===== src/rtl/cluster_cmd_tracker.sv =====
// Command ID tracker: allocates IDs from a free pool for arbitrated commands,
// records the issuing core per ID, and routes completion pulses back to it.
module cluster_cmd_tracker #(
  parameter  int NUM_CORES = 8,
  parameter  int NUM_IDS   = 16,
  parameter  int CMD_W     = 64,
  localparam int SRC_W     = (NUM_CORES > 1) ? $clog2(NUM_CORES) : 1,
  localparam int ID_W      = $clog2(NUM_IDS)
) (
  input  logic                 clk_i,
  input  logic                 rst_ni,
  input  logic                 cmd_valid_i,
  output logic                 cmd_ready_o,
  input  logic [CMD_W-1:0]     cmd_i,
  input  logic [SRC_W-1:0]     cmd_src_i,
  output logic                 cmd_valid_o,
  input  logic                 cmd_ready_i,
  output logic [CMD_W-1:0]     cmd_o,
  output logic [ID_W-1:0]      cmd_id_o,
  input  logic                 resp_valid_i,
  input  logic [ID_W-1:0]      resp_id_i,
  output logic [NUM_CORES-1:0] done_o,
  output logic [ID_W-1:0]      done_id_o,
  output logic [ID_W:0]        outstanding_o,
  output logic                 err_o
);

  logic [NUM_IDS-1:0]   busy_q, busy_d;
  logic [SRC_W-1:0]     owner_q [NUM_IDS];
  logic [SRC_W-1:0]     owner_d [NUM_IDS];
  logic                 out_valid_q, out_valid_d;
  logic [CMD_W-1:0]     out_cmd_q, out_cmd_d;
  logic [ID_W-1:0]      out_id_q, out_id_d;
  logic [NUM_CORES-1:0] done_q, done_d;
  logic [ID_W-1:0]      done_id_q, done_id_d;
  logic [ID_W:0]        outstanding_q, outstanding_d;
  logic                 err_q, err_d;

  logic                 any_free;
  logic                 found;
  logic [ID_W-1:0]      alloc_id;
  logic                 accept;
  logic                 rel_hit;
  logic [SRC_W-1:0]     owner_sel;

  // Lowest-index free ID, chosen from busy before any same-cycle release.
  always_comb begin
    alloc_id = '0;
    found    = 1'b0;
    for (int unsigned i = 0; i < NUM_IDS; i++) begin
      if (!busy_q[i] && !found) begin
        alloc_id = ID_W'(i);
        found    = 1'b1;
      end
    end
  end

  assign any_free    = ~&busy_q;
  assign cmd_ready_o = any_free && (!out_valid_q || cmd_ready_i);
  assign accept      = cmd_valid_i && cmd_ready_o;
  assign rel_hit     = resp_valid_i && busy_q[resp_id_i];
  assign owner_sel   = owner_q[resp_id_i];

  always_comb begin
    busy_d        = busy_q;
    owner_d       = owner_q;
    out_valid_d   = out_valid_q;
    out_cmd_d     = out_cmd_q;
    out_id_d      = out_id_q;
    done_d        = '0;
    done_id_d     = '0;
    outstanding_d = outstanding_q;
    err_d         = err_q;

    if (rel_hit) begin
      busy_d[resp_id_i] = 1'b0;
      done_id_d         = resp_id_i;
    end
    // Out-of-range owners match no core, so they produce an all-zero pulse.
    for (int unsigned c = 0; c < NUM_CORES; c++) begin
      done_d[c] = rel_hit && (owner_sel == SRC_W'(c));
    end
    if (resp_valid_i && !busy_q[resp_id_i]) begin
      err_d = 1'b1;
    end

    if (accept) begin
      busy_d[alloc_id]  = 1'b1;
      owner_d[alloc_id] = cmd_src_i;
      out_valid_d       = 1'b1;
      out_cmd_d         = cmd_i;
      out_id_d          = alloc_id;
    end else if (cmd_ready_i) begin
      out_valid_d = 1'b0;
    end

    case ({accept, rel_hit})
      2'b10:   outstanding_d = outstanding_q + (ID_W+1)'(1);
      2'b01:   outstanding_d = outstanding_q - (ID_W+1)'(1);
      default: outstanding_d = outstanding_q;
    endcase
  end

  always_ff @(posedge clk_i or negedge rst_ni) begin
    if (!rst_ni) begin
      busy_q        <= '0;
      for (int unsigned i = 0; i < NUM_IDS; i++) begin
        owner_q[i] <= '0;
      end
      out_valid_q   <= 1'b0;
      out_cmd_q     <= '0;
      out_id_q      <= '0;
      done_q        <= '0;
      done_id_q     <= '0;
      outstanding_q <= '0;
      err_q         <= 1'b0;
    end else begin
      busy_q        <= busy_d;
      owner_q       <= owner_d;
      out_valid_q   <= out_valid_d;
      out_cmd_q     <= out_cmd_d;
      out_id_q      <= out_id_d;
      done_q        <= done_d;
      done_id_q     <= done_id_d;
      outstanding_q <= outstanding_d;
      err_q         <= err_d;
    end
  end

  assign cmd_valid_o   = out_valid_q;
  assign cmd_o         = out_cmd_q;
  assign cmd_id_o      = out_id_q;
  assign done_o        = done_q;
  assign done_id_o     = done_id_q;
  assign outstanding_o = outstanding_q;
  assign err_o         = err_q;

endmodule


===== config.mk =====
export PLATFORM = sky130hd
export DESIGN_NAME = cluster_cmd_tracker
export DESIGN_NICKNAME = d
export VERILOG_FILES = /design/src/rtl/cluster_cmd_tracker.sv
export SDC_FILE = /design/constraint.sdc
export NUM_CORES = 1
export LEC_CHECK = 0
export ABC_AREA = 1
export ABC_CLOCK_PERIOD_IN_PS = 7200
export BUFFER_PORTS_ARGS = -buffer_cell sky130_fd_sc_hd__buf_4
export CORE_MARGIN = 2
export CORE_UTILIZATION = 45
export DETAILED_ROUTE_END_ITERATION = 12
export GPL_TIMING_DRIVEN = 0
export PLACE_DENSITY = 0.79
export SYNTH_ARGS = -nofsm -noshare
export SYNTH_HDL_FRONTEND = slang
export SYNTH_SLANG_ARGS = --single-unit

===== constraint.sdc =====
create_clock -name clk_i -period 7.2 [get_ports clk_i]
set_input_delay 2.16 -clock clk_i [delete_from_list [all_inputs] [get_ports clk_i]]
set_output_delay 2.16 -clock clk_i [all_outputs]
set_load 0.02 [all_outputs]

## Word level (Yosys, flattened, before mapping)

Index checks and enable logic that the tools add are counted.

- Shifts and indexed selects: 0
- $mul: 0
- Reductions and logical operators: 67
- Magnitude comparators: 7
- $add $sub $neg: 2
- Muxes and demuxes: 48
- Equal/unequal tests: 9
- Bitwise operators: 5
- Divide/modulo/power cells: 0

Operators by type and width:

| kind | count |
|---|---|
| two-way mux 4 bit | 15 |
| bitwise mux 48 bit | 1 |
| logical NOT 1 bit | 32 |
| two-way mux 16 bit | 2 |
| logical AND 1 bit | 30 |
| two-way mux 1 bit | 21 |
| bitwise AND 16 bit | 1 |
| NOT 16 bit | 1 |
| bitwise OR 16 bit | 1 |
| AND reduction 16 bit | 1 |
| binary-select mux 3 bit (select 4 bit) | 1 |
| demux 3 bit (select 4 bit) | 1 |
| == test 3 bit, second input constant | 4 |
| >= comparator 5 bit, second input constant | 2 |
| less-than comparator 4 x 5 -> 1 bit, second input constant | 2 |
| NOT 4 -> 5 bit | 2 |
| one-hot mux 5 bit (2 select lines) | 1 |
| two-way mux 3 bit | 3 |
| demux 1 bit (select 4 bit) | 2 |
| >= comparator 4 x 1 -> 1 bit, second input constant | 2 |
| == test 3 x 2 -> 1 bit, second input constant | 2 |
| adder 5 x 1 -> 5 bit, second input constant | 1 |
| less-than comparator 5 x 1 -> 1 bit, second input constant | 1 |
| subtractor 5 x 1 -> 5 bit, second input constant | 1 |
| 7 further kinds | 8 |

- Register bits after elaboration: 151
- ROM bits: 0
- Logic and storage cells: 162
- Bits in writable memories: 0
- Latch bits: 0
- Memories: 0
- Output and inout port bits: 88
- Input bits: 76

## Depth between registers and ports, before layout

- Depth in word-level cells: 51
- Depth in mapped cells: 17
- Depth with buffers taken out: 17

## Worst setup path after synthesis

OpenSTA, ideal clock, no wires.

- Path type: in2out
- Start: in cmd_ready_i
- End: out cmd_ready_o
- Buffers on the path: 0
- Path slack: 2.583 ns
- Stages on the path: 4
- Arrival: 2.457 ns
- Required time: 5.040 ns
- Cells stage by stage: inv_1 > nand2_1 > nand2_1 > inv_1

- Cells in the longest elaborated chain, start to end: 2

Ends and longest elaborated chain:

| element | RTL line | source |
|---|---|---|
| start, declared | 17 | `input logic cmd_ready_i,` |
| logical OR 1 bit | 59 | `assign cmd_ready_o = any_free && (!out_valid_q \|\| cmd_ready_i);` |
| logical AND 1 bit | 59 |  |
| end, declared | 13 | `output logic cmd_ready_o,` |

No other way between the ends.

## Worst setup path in the final report

Same ends and word-level chain as after synthesis.

==> flow_summary.toml <==
[critical_path]
slowest_stage = "buf_4"
rr_endpoint = "outstanding_o[4]"
required_ns = 5.04
ff2ff_setup_slack_ns = 4.12
cp_slowest_stage_delay_ns = 0.15
crit_start = "cmd_ready_i"
crit_chain = "buf_4 > inv_1 > nand2_1 > nand2_1 > inv_1 > buf_4"
critPathKind = "input port to output port"
cp_data_arrival_time_ns = 2.67
end_kind = "output port"
crit_family = "buffers and inverters"
timing.rr.start = "busy_q[2]"
rr_worst_depth = 17
worst-path-max-fanout = 2
cp-start-kind = "input port"
cp.buffers_inverters = 4

[timing]
fin_ws_ns = 2.368
rsz0062_at_grt = "no"
fin_skew_ns = 0.009469
fmax_ghz = 0.2070
worst_pin_slew_ns = 0.6040
relSlewSlack_pct = 59.73
final_hold_viol_count = 0
finalCritPeriodShare_pct = 67.11
slew_violations = 0
fin_setup_tns_ns = 0
setup_viol = 0
period_needed_ns = 4.832

[route]
vias = 5804
via_per_inst = 5.073
wirelength_um = 17230
wl_per_cell_um = 15.06
antenna_left = 0
first_iter_violations = 457
drtPass1Iterations = 6
drc = 0

[clock_network]
cts_setup_buffers = 0
cts_root_buffer = "clkbuf_16"
numCtsBuffers = 17
cts.sinks = 151
htree_levels = 4
cts_hold_buf = 0
cts_tree = "built"
cts.clk_slew.worst_paths_ns = 0.06
clockBufferDepth = 2
clkLatencyLatePin_ns = 0.43
cts_resized = 0

[grt]
grt_most_used_layer = "met2"
antenna_found_initial = 0
grt_pass1_wl_um = 27960
grt_util_met2_pct = 36.13
grt_max_degree = 99
grtUsageMet3_pct = 5.842
grt_pass1_vias = 5662
overflow = 0
track_usage_pct = 22.78
globalRouteMet1Util_pct = 28.76

[min_path]
hold_class = "register to register"
min_path_cells = 2
min_to = "cmd_o[30]"
min-delay-start = "cmd_o[30]"

[placement]
gp_congestion = 0.8811
io_buffers = 163
place_inst = 1112
dp_slack_ns = 2.364
dp_hpwl_um = 12380

[die]
die_x_um = 124.6
fp-row-count = 44
die_y_um = 124.6
ios = 164
die_area_um2 = 15530
core_region_area_um2 = 14370
initial_core_util_pct = 45.56

[yosys]
synth_nets = 845
yosysTopAreaCellShare_pct = 57.72
synth_seq_cells = 151
yosys.area.top_type = "dfrtp_1"
synth.avg_cell_area_um2 = 8.568
yosysSeqAreaShare_pct = 57.72
synth.area.top_cells = "dfrtp_1 58%, nand2_1 20%, o21ai_0 5.8%, a22oi_1 2.8%, inv_1 2.4%"
syn_area_um2 = 6546
synth_cell_types = 33
synthCells = 764
ys_warn_count = 0

[cells_and_area]
n_antenna_cell = 0
drive_gt1_share_pct = 24.06
layoutNonFillerInstCount = 1144
nets = 1028
area_growth_syn_to_layout_pct = 33.37

[power_and_ir_drop]
power_frac_comb_pct = 26.4
power.leakage_nw = 4.631
clock_power_share_pct = 35.3
fin_total_pwr_mw = 2.973
power_density_nw_per_um2 = 340.5
switching_share_pct = 32.41
irDropWorstVdd_mv = 0.2176
p_int_mw = 2.009
power_frac_seq_pct = 38.3
power.switching_mw = 0.9637

[run]
drv_cap = 0

[outcome]
status = "finished clean"
## metal layers
metal	up-vias	wire (um)
li1	2825	-
met1	2694	7277
met2	236	8334
met3	49	1046
met4	0	570
met5	-	0
## sequential cells by signal, summed over array words and instances (netlist names)
signal / cells
busy_q: 16
cmd_id_o: 4
cmd_o: 64
cmd_valid_o: 1
done_id_o: 4
done_o: 8
err_o: 1
outstanding_o: 5
owner_q: 48
## cell usage after synthesis
cell         n
nand2_4      1
nor3_1       2
or2_1        1
dfrtp_1    151
o21a_1       1
o22ai_1      5
nor2_1      35
clkbuf_1     4
a21oi_1      2
o41ai_1      1
ha_1         4
or3_1        1
a31oi_1      1
nor2_2       3
nand4_1     13
buf_2       15
o21ai_0     76
a22o_1       1
fa_1         1
a211oi_1     1
nand2_2      2
inv_2        3
a22oi_1     24
nand2_1    342
or2_2        2
inv_1       42
nand3_1     16
nor2_4       2
xor2_1       2
o2bb2ai_1    1
xnor2_1      1
buf_6        7
o21bai_1     1
## metrics by stage
step / utilization (%) / area (um^2) / hold slack (ns)
global route: 60.76 / 8731 / 0.4971
detailed placement: 55.90 / 8031 / 0.4593
floorplan: - / 6546 / 0.4425
CTS: 60.76 / 8731 / 0.4713
global placement: 55.68 / 8000 / 0.4557
finish: 60.76 / 8731 / 0.4686
## worst min-delay path: stages (launching register included)
cell and delay (ns):
dfrtp_1 0.34, nand2_1 0.05, nand2_1 0.04
## power groups by stage
stage	Combinational, mW	Clock (mW)	Sequential [mW]
after floorplan	0.387	0	1.22
after global placement	0.763	0	1.14
after detailed placement	0.782	0	1.15
after CTS	0.787	1.06	1.14
after global routing	0.870	1.10	1.16
final	0.785	1.05	1.14
## final cells by class
cell class	instances	area, um^2
repair buffers	164	1255
fillers	1238	5638
inverters	45	168.9
multi-input cells	542	2430
clock buffers	17	425.4
plain buffers	26	168.9
flip-flops and latches	151	3779
well taps	184	230.2
clock inverters	15	274.0
## layout by cell type, fill, tap and decap left out, drive strengths merged
master / netlist / routed
a31oi: 1 / 1
o2bb2ai: 1 / 1
a22oi: 24 / 24
o21a: 1 / 1
o21bai: 1 / 1
nand3: 16 / 16
or3: 1 / 1
o41ai: 1 / 1
fa: 1 / 1
clkbuf: 4 / 21
a21oi: 2 / 2
a211oi: 1 / 1
buf: 22 / 186
ha: 4 / 4
nor2: 40 / 40
dfrtp: 151 / 151
or2: 3 / 3
xor2: 2 / 2
clkinvlp: 0 / 1
bufinv: 0 / 7
o22ai: 5 / 5
inv: 45 / 47
nand2: 345 / 345
nor3: 2 / 2
o21ai: 76 / 76
clkinv: 0 / 5
a22o: 1 / 1
nand4: 13 / 13
xnor2: 1 / 1
## logic make-up (layout without fill, tap and decap cells)
group | Yosys count | in the layout | share of synthesized area, %
simple gates | 420 | 420 | 25.61
flops | 151 | 151 | 57.72
compound gates | 114 | 114 | 10.03
buf+inv | 71 | 267 | 5.160
fa+ha+maj | 5 | 5 | 1.070
xor+xnor | 3 | 3 | 0.4014
## worst max-delay path by stage
stage                                  end  cells past startpoint
after global placement         cmd_ready_o                      6
after global routing           cmd_ready_o                      6
final                          cmd_ready_o                      6
after detailed placement  outstanding_o[4]                     17
after CTS                      cmd_ready_o                      6
after floorplan                cmd_ready_o                      4
Note: power is estimated with default switching activity, not from simulation.
